File: config.mk
export PLATFORM = sky130hd
export DESIGN_NAME = multicycle_ctrl_flat
export DESIGN_NICKNAME = d
export VERILOG_FILES = /design/src/rtl/multicycle_ctrl_if.sv /design/src/rtl/multicycle_ctrl.sv /design/src/flat_wrapper.sv
export SDC_FILE = /design/constraint.sdc
export NUM_CORES = 1
export LEC_CHECK = 0
export CORE_UTILIZATION = 48
export CTS_CLUSTER_SIZE = 30
export DETAILED_ROUTE_END_ITERATION = 10
export PLACE_DENSITY = 0.78
export SLEW_MARGIN = 15
export SYNTH_ARGS = -nofsm -noshare
export SYNTH_HDL_FRONTEND = slang
export SYNTH_SLANG_ARGS = --single-unit
export TNS_END_PERCENT = 20
File: constraint.sdc
create_clock -name clk -period 2.6 [get_ports clk]
set_input_delay 0.52 -clock clk [delete_from_list [all_inputs] [get_ports clk]]
set_output_delay 0.52 -clock clk [all_outputs]
set_load 0.05 [all_outputs]
File: src/rtl/multicycle_ctrl_if.sv
// Memory handshake bundle between the multi-cycle controller and the shared single-port memory.
// master: controller side (drives request/select/write, samples ready); slave: memory side.
interface multicycle_ctrl_if;
    logic mem_req;
    logic mem_sel;
    logic mem_write;
    logic mem_ready;

    modport master (output mem_req, output mem_sel, output mem_write, input mem_ready);
    modport slave  (input mem_req, input mem_sel, input mem_write, output mem_ready);
endinterface

File: src/rtl/multicycle_ctrl.sv
// Multi-cycle FETCH/DECODE/EXEC/MEM/WB sequencer for the 64-bit RISC-V datapath with memory timeout fault.
// Optional build macro ILLEGAL_TRAP_EN: illegal opcodes in DECODE raise fault and halt instead of acting as NOPs.
module multicycle_ctrl #(
    parameter int unsigned TIMEOUT = 15,
    parameter int unsigned CNT_W   = 8
) (
    input  logic                     clk,
    input  logic                     reset,
    input  logic [6:0]               opcode,
    input  logic                     zero,
    multicycle_ctrl_if.master        mem,
    output logic                     ir_write,
    output logic                     pc_write,
    output logic                     pc_src,
    output logic                     reg_write,
    output logic                     alu_src,
    output logic [1:0]               alu_op,
    output logic                     mem_to_reg,
    output logic                     fault,
    output logic [2:0]               state_o
);

    typedef enum logic [2:0] {
        ST_FETCH  = 3'd0,
        ST_DECODE = 3'd1,
        ST_EXEC   = 3'd2,
        ST_MEM    = 3'd3,
        ST_WB     = 3'd4,
        ST_HALT   = 3'd5
    } state_t;

    typedef enum logic [2:0] {
        CL_R   = 3'd0,
        CL_I   = 3'd1,
        CL_LD  = 3'd2,
        CL_ST  = 3'd3,
        CL_BEQ = 3'd4,
        CL_ILL = 3'd5
    } class_t;

    localparam logic [CNT_W-1:0] CNT_LIMIT = CNT_W'(TIMEOUT - 1);
    localparam logic [CNT_W-1:0] CNT_MAX   = {CNT_W{1'b1}};

    function automatic class_t classify(input logic [6:0] op);
        class_t c;
        case (op)
            7'b0110011: c = CL_R;
            7'b0010011: c = CL_I;
            7'b0000011: c = CL_LD;
            7'b0100011: c = CL_ST;
            7'b1100011: c = CL_BEQ;
            default:    c = CL_ILL;
        endcase
        return c;
    endfunction

    state_t             state_q, state_d;
    class_t             class_q, class_d;
    logic [CNT_W-1:0]   cnt_q, cnt_d;
    logic               fault_q, fault_d;

    logic               mem_req_s, mem_sel_s, mem_write_s;
    logic               ir_write_s, pc_write_s, pc_src_s, reg_write_s;
    logic               alu_src_s, mem_to_reg_s;
    logic [1:0]         alu_op_s;
    logic               wait_s;

    // State, latched opcode class, wait counter and sticky fault registers
    always_ff @(posedge clk or negedge reset) begin
        if (!reset) begin
            state_q <= ST_FETCH;
            class_q <= CL_R;
            cnt_q   <= '0;
            fault_q <= 1'b0;
        end else begin
            state_q <= state_d;
            class_q <= class_d;
            cnt_q   <= cnt_d;
            fault_q <= fault_d;
        end
    end

    // Next-state, raw strobes and wait-counter update
    always_comb begin
        state_d      = state_q;
        class_d      = class_q;
        fault_d      = fault_q;
        cnt_d        = cnt_q;
        mem_req_s    = 1'b0;
        mem_sel_s    = 1'b0;
        mem_write_s  = 1'b0;
        ir_write_s   = 1'b0;
        pc_write_s   = 1'b0;
        pc_src_s     = 1'b0;
        reg_write_s  = 1'b0;
        alu_src_s    = 1'b0;
        alu_op_s     = 2'b00;
        mem_to_reg_s = 1'b0;
        wait_s       = 1'b0;

        case (state_q)
            ST_FETCH: begin
                mem_req_s = 1'b1;
                if (mem.mem_ready) begin
                    ir_write_s = 1'b1;
                    pc_write_s = 1'b1;
                    state_d    = ST_DECODE;
                end else if (cnt_q == CNT_LIMIT) begin
                    fault_d = 1'b1;
                    state_d = ST_HALT;
                end else begin
                    wait_s = 1'b1;
                end
            end
            ST_DECODE: begin
                class_d = classify(opcode);
                if (class_d == CL_ILL) begin
`ifdef ILLEGAL_TRAP_EN
                    fault_d = 1'b1;
                    state_d = ST_HALT;
`else
                    state_d = ST_FETCH;
`endif
                end else begin
                    state_d = ST_EXEC;
                end
            end
            ST_EXEC: begin
                case (class_q)
                    CL_R: begin
                        alu_op_s = 2'b10;
                        state_d  = ST_WB;
                    end
                    CL_I: begin
                        alu_src_s = 1'b1;
                        alu_op_s  = 2'b10;
                        state_d   = ST_WB;
                    end
                    CL_LD, CL_ST: begin
                        alu_src_s = 1'b1;
                        state_d   = ST_MEM;
                    end
                    CL_BEQ: begin
                        // Branch target adder holds the PC of this instruction
                        alu_op_s   = 2'b01;
                        pc_write_s = zero;
                        pc_src_s   = 1'b1;
                        state_d    = ST_FETCH;
                    end
                    default: state_d = ST_FETCH;
                endcase
            end
            ST_MEM: begin
                mem_req_s   = 1'b1;
                mem_sel_s   = 1'b1;
                mem_write_s = (class_q == CL_ST);
                alu_src_s   = 1'b1;
                if (mem.mem_ready) begin
                    state_d = (class_q == CL_ST) ? ST_FETCH : ST_WB;
                end else if (cnt_q == CNT_LIMIT) begin
                    fault_d = 1'b1;
                    state_d = ST_HALT;
                end else begin
                    wait_s = 1'b1;
                end
            end
            ST_WB: begin
                reg_write_s  = 1'b1;
                mem_to_reg_s = (class_q == CL_LD);
                state_d      = ST_FETCH;
            end
            ST_HALT: begin
                fault_d = 1'b1;
                state_d = ST_HALT;
            end
            default: begin
                // Unreachable encodings are treated as a corrupted state
                fault_d = 1'b1;
                state_d = ST_HALT;
            end
        endcase

        if (state_d != state_q) begin
            cnt_d = '0;
        end else if (wait_s && (cnt_q != CNT_MAX)) begin
            cnt_d = cnt_q + CNT_W'(1);
        end else begin
            cnt_d = cnt_q;
        end
    end

    // Strobes are forced low while reset is held so an abort is visible immediately
    always_comb begin
        if (reset) begin
            mem.mem_req   = mem_req_s;
            mem.mem_sel   = mem_sel_s;
            mem.mem_write = mem_write_s;
            ir_write      = ir_write_s;
            pc_write      = pc_write_s;
            pc_src        = pc_src_s;
            reg_write     = reg_write_s;
            alu_src       = alu_src_s;
            alu_op        = alu_op_s;
            mem_to_reg    = mem_to_reg_s;
        end else begin
            mem.mem_req   = 1'b0;
            mem.mem_sel   = 1'b0;
            mem.mem_write = 1'b0;
            ir_write      = 1'b0;
            pc_write      = 1'b0;
            pc_src        = 1'b0;
            reg_write     = 1'b0;
            alu_src       = 1'b0;
            alu_op        = 2'b00;
            mem_to_reg    = 1'b0;
        end
    end

    assign fault   = fault_q;
    assign state_o = state_q;

endmodule

File: src/flat_wrapper.sv
// flat-port wrapper written by rule: the top's interface ports become plain ports
module multicycle_ctrl_flat 
#(
    parameter int unsigned TIMEOUT = 15,
    parameter int unsigned CNT_W   = 8
)
  (clk, reset, opcode, zero, ir_write, pc_write, pc_src, reg_write, alu_src, alu_op, mem_to_reg, fault, state_o, mem_mem_req, mem_mem_sel, mem_mem_write, mem_mem_ready);
  multicycle_ctrl_if mem_i ();
  input  logic clk;
  input  logic reset;
  input  logic [6:0] opcode;
  input  logic zero;
  output logic ir_write;
  output logic pc_write;
  output logic pc_src;
  output logic reg_write;
  output logic alu_src;
  output logic [1:0] alu_op;
  output logic mem_to_reg;
  output logic fault;
  output logic [2:0] state_o;
  output wire logic [$bits(mem_i.mem_req)-1:0] mem_mem_req;
  output wire logic [$bits(mem_i.mem_sel)-1:0] mem_mem_sel;
  output wire logic [$bits(mem_i.mem_write)-1:0] mem_mem_write;
  input wire logic [$bits(mem_i.mem_ready)-1:0] mem_mem_ready;
  assign mem_mem_req = mem_i.mem_req;
  assign mem_mem_sel = mem_i.mem_sel;
  assign mem_mem_write = mem_i.mem_write;
  assign mem_i.mem_ready = mem_mem_ready;
  multicycle_ctrl #(.TIMEOUT(TIMEOUT), .CNT_W(CNT_W)) u_core (.clk(clk), .reset(reset), .opcode(opcode), .zero(zero), .mem(mem_i), .ir_write(ir_write), .pc_write(pc_write), .pc_src(pc_src), .reg_write(reg_write), .alu_src(alu_src), .alu_op(alu_op), .mem_to_reg(mem_to_reg), .fault(fault), .state_o(state_o));
endmodule
==> results of run 1 <==
## worst max path at each step
stage / from / endpoint / slack, ps / depth (start not counted)
2_1_floorplan: u_core.state_o[1] / pc_write / -150 / 5
3_3_place_gp: reset / pc_write / 230 / 5
5_1_grt: reset / pc_write / 100 / 5
4_1_cts: reset / pc_write / 170 / 5
3_5_place_dp: reset / pc_write / 180 / 5
6_report: reset / pc_write / 200 / 5
## worst register-to-register path: cells and delay by family, from the launching register on
| family | cells | cell delay (ps) |
|---|---|---|
| DFF | 1 | 420 |
| adders and majority gates | 1 | 230 |
| AOI/OAI and AO/OA | 2 | 630 |
| and+or+nand+nor | 2 | 710 |
## cells by family (layout without fill, tap and decap cells)
kind of cell	count (synthesis)	in the layout
XOR/XNOR	3	3
adder cells (fa/ha/maj)	2	2
AO/OA/AOI/OAI	35	35
buffers and inverters	10	38
flip-flops	15	15
AND/OR/NAND/NOR	54	54
## per-stage QoR
step                      area (um^2)  setup TNS (ps)
final                            1480               0
after global routing             1480               0
after CTS                        1480               0
after detailed placement         1460               0
after global placement           1460               0
after floorplan                  1090            -267
## layout make-up
class,count,area (um^2)
clock buffer,4,26.3
fill,157,539
inverter,4,15.0
multi-input combinational,94,634
sequential,15,375
tap,27,33.8
timing repair buffer,30,398
## routing by layer
metal / up-vias / GRT usage (%)
li1: 506 / -
met1: 517 / 35.6
met2: 35 / 39.1
met3: 7 / 3.74
met4: 0 / 10.8
met5: - / 0
## power groups by stage
stage          registers (W)  logic, W  clock network, W
6_report            0.000297  0.000299          0.000134
5_1_grt             0.000301  0.000321          0.000148
4_1_cts             0.000296  0.000298          0.000137
3_5_place_dp        0.000301  0.000297                 0
3_3_place_gp        0.000297  0.000289                 0
2_1_floorplan       0.000332  0.000160                 0
## layout by cell type (no fill, tap or decap), types with 3 or more instances in the layout
cell type,Yosys,routed
a21oi_1,11,11
and3_1,3,3
buf_12,0,11
buf_4,1,5
clkbuf_4,0,3
clkdlybuf4s50_1,0,14
dfrtp_1,15,15
inv_1,4,4
nand2_1,9,9
nand2b_1,3,3
nand3b_1,3,3
nor2_1,9,9
nor3_1,3,3
o21ai_0,4,4
o31ai_1,9,9
or4_1,6,6
xor2_1,3,3
## sequential cells by signal, indices dropped and copies added, names as in the netlist
register and count:
u_core.fault 1, u_core.state_o 3, u_core.class_q 3, u_core.cnt_q 8
==> reports/qor.yml, run 1 <==
met3RoutedLength_um: 113
cts_buffers: 3
total_power_w: 0.000730
slowest_stage: "clkdlybuf4s50_1"
outcome: "finished clean"
path_class: "primary input to primary output"
synth.distinct_cells: 39
initial_core_util_pct: 52.5
ys_seq_area_share_pct: 35.3
synth_top_family_by_area: "simple AND/OR/NAND/NOR gates"
grt_usage_pct: 25.4
clkTransAtPathRegs_ps: 90
cp_cell_sequence: "clkdlybuf4s50_1 > nand2_1 > nor4_4 > a21o_1 > buf_12"
crit_arrival_ps: 1880
dp_hpwl_um: 2060
met1_length_um: 1180
hold_viol_final: 0
internal_power_w: 0.000440
num_rows: 16
yosys.area_share.adder_pct: 2.36
synthMuxAreaShare_pct: 0
syn_area_mm2: 0.00106
ff2ff_path_depth: 5
top_layer_used: "met4"
postSynthAreaPerCell_um2: 8.93
cts_tree: "yes"
grt_pass1_vias: 1003
synth-compound-area-share_pct: 21.8
path_max_fanout: 5
port_buffers: 25
async_reset_ff_share_pct: 100
vias: 1065
setup_viol: 0
die_w_um: 49.0
rsz0062_at_grt: "false"
remaining_drc_errors: 0
startpoint_type: "primary input"
power.leakage_nw: 0.597
coreArea_mm2: 0.00202
dieArea_mm2: 0.00241
synth-main-ff-cell: "dfrtp_1"
die_h_um: 49.0
area_delta_synth_final_pct: 39.6
p_per_area_mw_per_mm2: 492
clk_path_buf_depth: 2
grt_antenna_before_repair: 0
path_buf_inv: 2
post_cts_resized: 0
wirelength_um: 2670
cap_violations: 0
grt_pass1_wl_um: 4690
pwr-share-comb_pct: 40.9
power_frac_clock_pct: 18.4
dpl_worst_slack_ps: 179
instances_no_fill: 174
n_antenna_cell: 0
worstHoldPathType: "primary input to async pin"
clockRootBuffer: "clkbuf_4"
finalCritPeriodShare_pct: 92.3
crit_required_ps: 2080
pin_count: 26
ys_warn_count: 0
cts_setup_buffers: 0
clock_latency_ps: 290
cts_htree_levels: 1
synthSimpleGateAreaFrac_pct: 30.6
finish.utilization_pct: 73.3
synthesis.instances: 119
nNetsFinal: 161
ys_seq_elements: 15
synth_top_area_share_pct: 35.3
cts_sinks: 15
synthTopCellsByArea: "dfrtp_1 35%, o31ai_1 6.4%, buf_6 5.3%, a21oi_1 5.2%, or4_1 4.2%"
cpPeakStageDelay_ps: 570
max-vdd-ir-drop_mv: 0.386
yosys.area_share.xor_xnor_pct: 2.47
worst_pin_slew_ps: 486
drt-initial-drc-count: 24
place.gp.congestion: 0.848
max_slew_margin_pct: 67.5
syn_nets: 132
routedWlPerCell_um: 15.3
sequentialPowerShare_pct: 40.6
rrSetupSlack_ps: 550
yosys-top-cells-count: "15 x dfrtp_1, 11 x a21oi_1, 9 x nand2_1, 9 x nor2_1, 9 x o31ai_1"
wl_met2_um: 1330
r2r_start: "u_core.cnt_q[0]"
postRouteAntennaNets: 0
yosysMostFrequentCell: "dfrtp_1"
rr_endpoint: "u_core.cnt_q[6]"
first_pass_iters: 4
endpoint_kind: "primary output"
synth_edf_count: 0
place_inst: 170
critPathTopFamily: "buffers and inverters"
setup_ws_ps: 201
vias_per_cell: 6.12
synth_top_area_cell: "dfrtp_1"
overflow: 0
cts_hold_buf: 0
drv_slew: 0
power_switching_share_pct: 39.8
skew_ps: 7.49
grt_max_degree: 17
min_period_ps: 2400
holdWs_ps: 426
drive_gt1_share_pct: 18.4
power.switching_w: 0.000290
max_freq_ghz: 0.417
Note: power is estimated with default switching activity, not from simulation.
==> inputs of run 2 (changes only) <==
--- a/config.mk
+++ b/config.mk
@@ -8,6 +8,7 @@
 export CORE_UTILIZATION = 48
 export CTS_CLUSTER_SIZE = 30
 export DETAILED_ROUTE_END_ITERATION = 10
+export MAX_ROUTING_LAYER = met4
 export PLACE_DENSITY = 0.78
 export SLEW_MARGIN = 15
 export SYNTH_ARGS = -nofsm -noshare
==> reports/qor.yml, run 2 (synthesis results as in run 1) <==
cts_sinks: 15  # unchanged
place.gp.congestion: 0.862  # +1.6%
drive_gt1_share_pct: 18.4  # unchanged
setup_viol: 0  # unchanged
multiInputGateArea_um2: 634  # unchanged
postRouteAntennaNets: 0  # unchanged
post_cts_resized: 0  # unchanged
overflow: 0  # unchanged
cts_buffers: 3  # unchanged
nNetsFinal: 161  # unchanged
clkTransAtPathRegs_ps: 90  # about the same
largest_register_ffs: 8  # unchanged
endpoint_kind: "primary output"
cap_violations: 0  # unchanged
grt_antenna_before_repair: 0  # unchanged
path_max_fanout: 5  # unchanged
cts_setup_buffers: 0  # unchanged
clock_latency_ps: 280  # about the same
max_slew_margin_pct: 67.5  # about the same
outcome: "finished clean"
total_power_w: 0.000729  # about the same
path_class: "primary input to primary output"
cts_tree: "yes"
vias: 1059  # -0.56%
dieArea_mm2: 0.00241  # unchanged
wirelength_um: 2680  # +0.60%
first_pass_iters: 4  # unchanged
worst_pin_slew_ps: 486  # -0.000954 ps
worstHoldPathType: "primary input to async pin"
clockRootBuffer: "clkbuf_4"
skew_ps: 6.46  # -1.04 ps
num_rows: 16  # unchanged
rsz0062_at_grt: "false"
area_delta_synth_final_pct: 39.6  # unchanged
vias_per_cell: 6.09  # -0.56%
startpoint_type: "primary input"
layout_common_cells: "15 x dfrtp_1, 14 x clkdlybuf4s50_1, 11 x a21oi_1, 11 x buf_12"
max_freq_ghz: 0.417  # about the same
grt_pass1_vias: 1001  # -0.20%
initial_core_util_pct: 52.5  # unchanged
grt_usage_pct: 26.1  # +0.66 points
cts_hold_buf: 0  # unchanged
grt_max_degree: 17  # unchanged
clk_path_buf_depth: 2  # unchanged
crit_required_ps: 2080  # about the same
crit_arrival_ps: 1880  # about the same
regMostFlops: "u_core.cnt_q"
coreArea_mm2: 0.00202  # unchanged
port_buffers: 25  # unchanged
final_common_cell: "dfrtp_1"
remaining_drc_errors: 0  # unchanged
fill_cells: 157  # unchanged
setup_ws_ps: 202  # +1.26 ps
n_antenna_cell: 0  # unchanged
hold_viol_final: 0  # unchanged
drv_slew: 0  # unchanged
cts_htree_levels: 1  # unchanged
drt-initial-drc-count: 15  # -38%
die_h_um: 49.0  # unchanged
pin_count: 26  # unchanged
power.leakage_nw: 0.597  # unchanged
grt_pass1_wl_um: 4680  # -0.30%
p_per_area_mw_per_mm2: 492  # about the same
routedWlPerCell_um: 15.4  # +0.60%
min_period_ps: 2400  # -1.26 ps
dp_hpwl_um: 2060  # unchanged
die_w_um: 49.0  # unchanged
regArea_um2: 375  # unchanged
finalCritPeriodShare_pct: 92.2  # about the same
dpl_worst_slack_ps: 179  # unchanged
max-vdd-ir-drop_mv: 0.385  # -0.24%
run 2: cell type report:
cell class                      instances  share of cell area (%)
Multi-Input combinational cell         94                    42.8
Clock buffer                            4                    1.77
Timing Repair Buffer                   30                    26.8
Sequential cell                        15                    25.3
Inverter                                4                    1.01
Tap cell                               27                    2.28
run 2: critical path, cell delays in order:
cell and delay (ps):
clkdlybuf4s50_1 570, nand2_1 190, nor4_4 250, a21o_1 200, buf_12 140
run 2: where the power goes:
group	switching, W	internal (W)	leakage (nW)
clock network	0.0000734	0.0000596	0.0150
registers	0.0000394	0.000258	0.198
logic	0.000177	0.000122	0.384
total	0.000290	0.000440	0.597
run 2: per-stage QoR:
stage / instances / instance area, um^2 / setup TNS (ps) / util [%] / hold slack (ps)
6_report: 174 / 1480 / 0 / 73.3 / 429
5_1_grt: 174 / 1480 / 0 / 73.3 / 426
4_1_cts: 174 / 1480 / 0 / 73.3 / 427
3_5_place_dp: 170 / 1460 / 0 / 72.0 / 461
3_3_place_gp: 170 / 1460 / 0 / 72.0 / 458
2_1_floorplan: 119 / 1090 / -267 / - / 224
run 2: path summary, 6_finish.rpt:
check | startpoint | to | slack, ps | depth (start not counted)
max | reset | pc_write | 200 | 5
min | reset | u_core.state_o[2] | 430 | 1
max reg2reg | u_core.cnt_q[0] | u_core.cnt_q[6] | 570 | 5
min reg2reg | u_core.fault | u_core.fault | 480 | 1
max in group asynchronous | reset | u_core.cnt_q[1] | 1780 | 2
min in group clk | u_core.fault | u_core.fault | 480 | 1
run 2: per-layer routing:
layer	track usage, %	part of all wire, %	routed length [um]	vias to the layer above
li1	-	-	-	507
met1	35.4	46	1230	515
met3	3.74	4.4	117	2
met5	-	0	0	-
met2	39.1	49	1310	35
met4	10.8	0.75	20	0
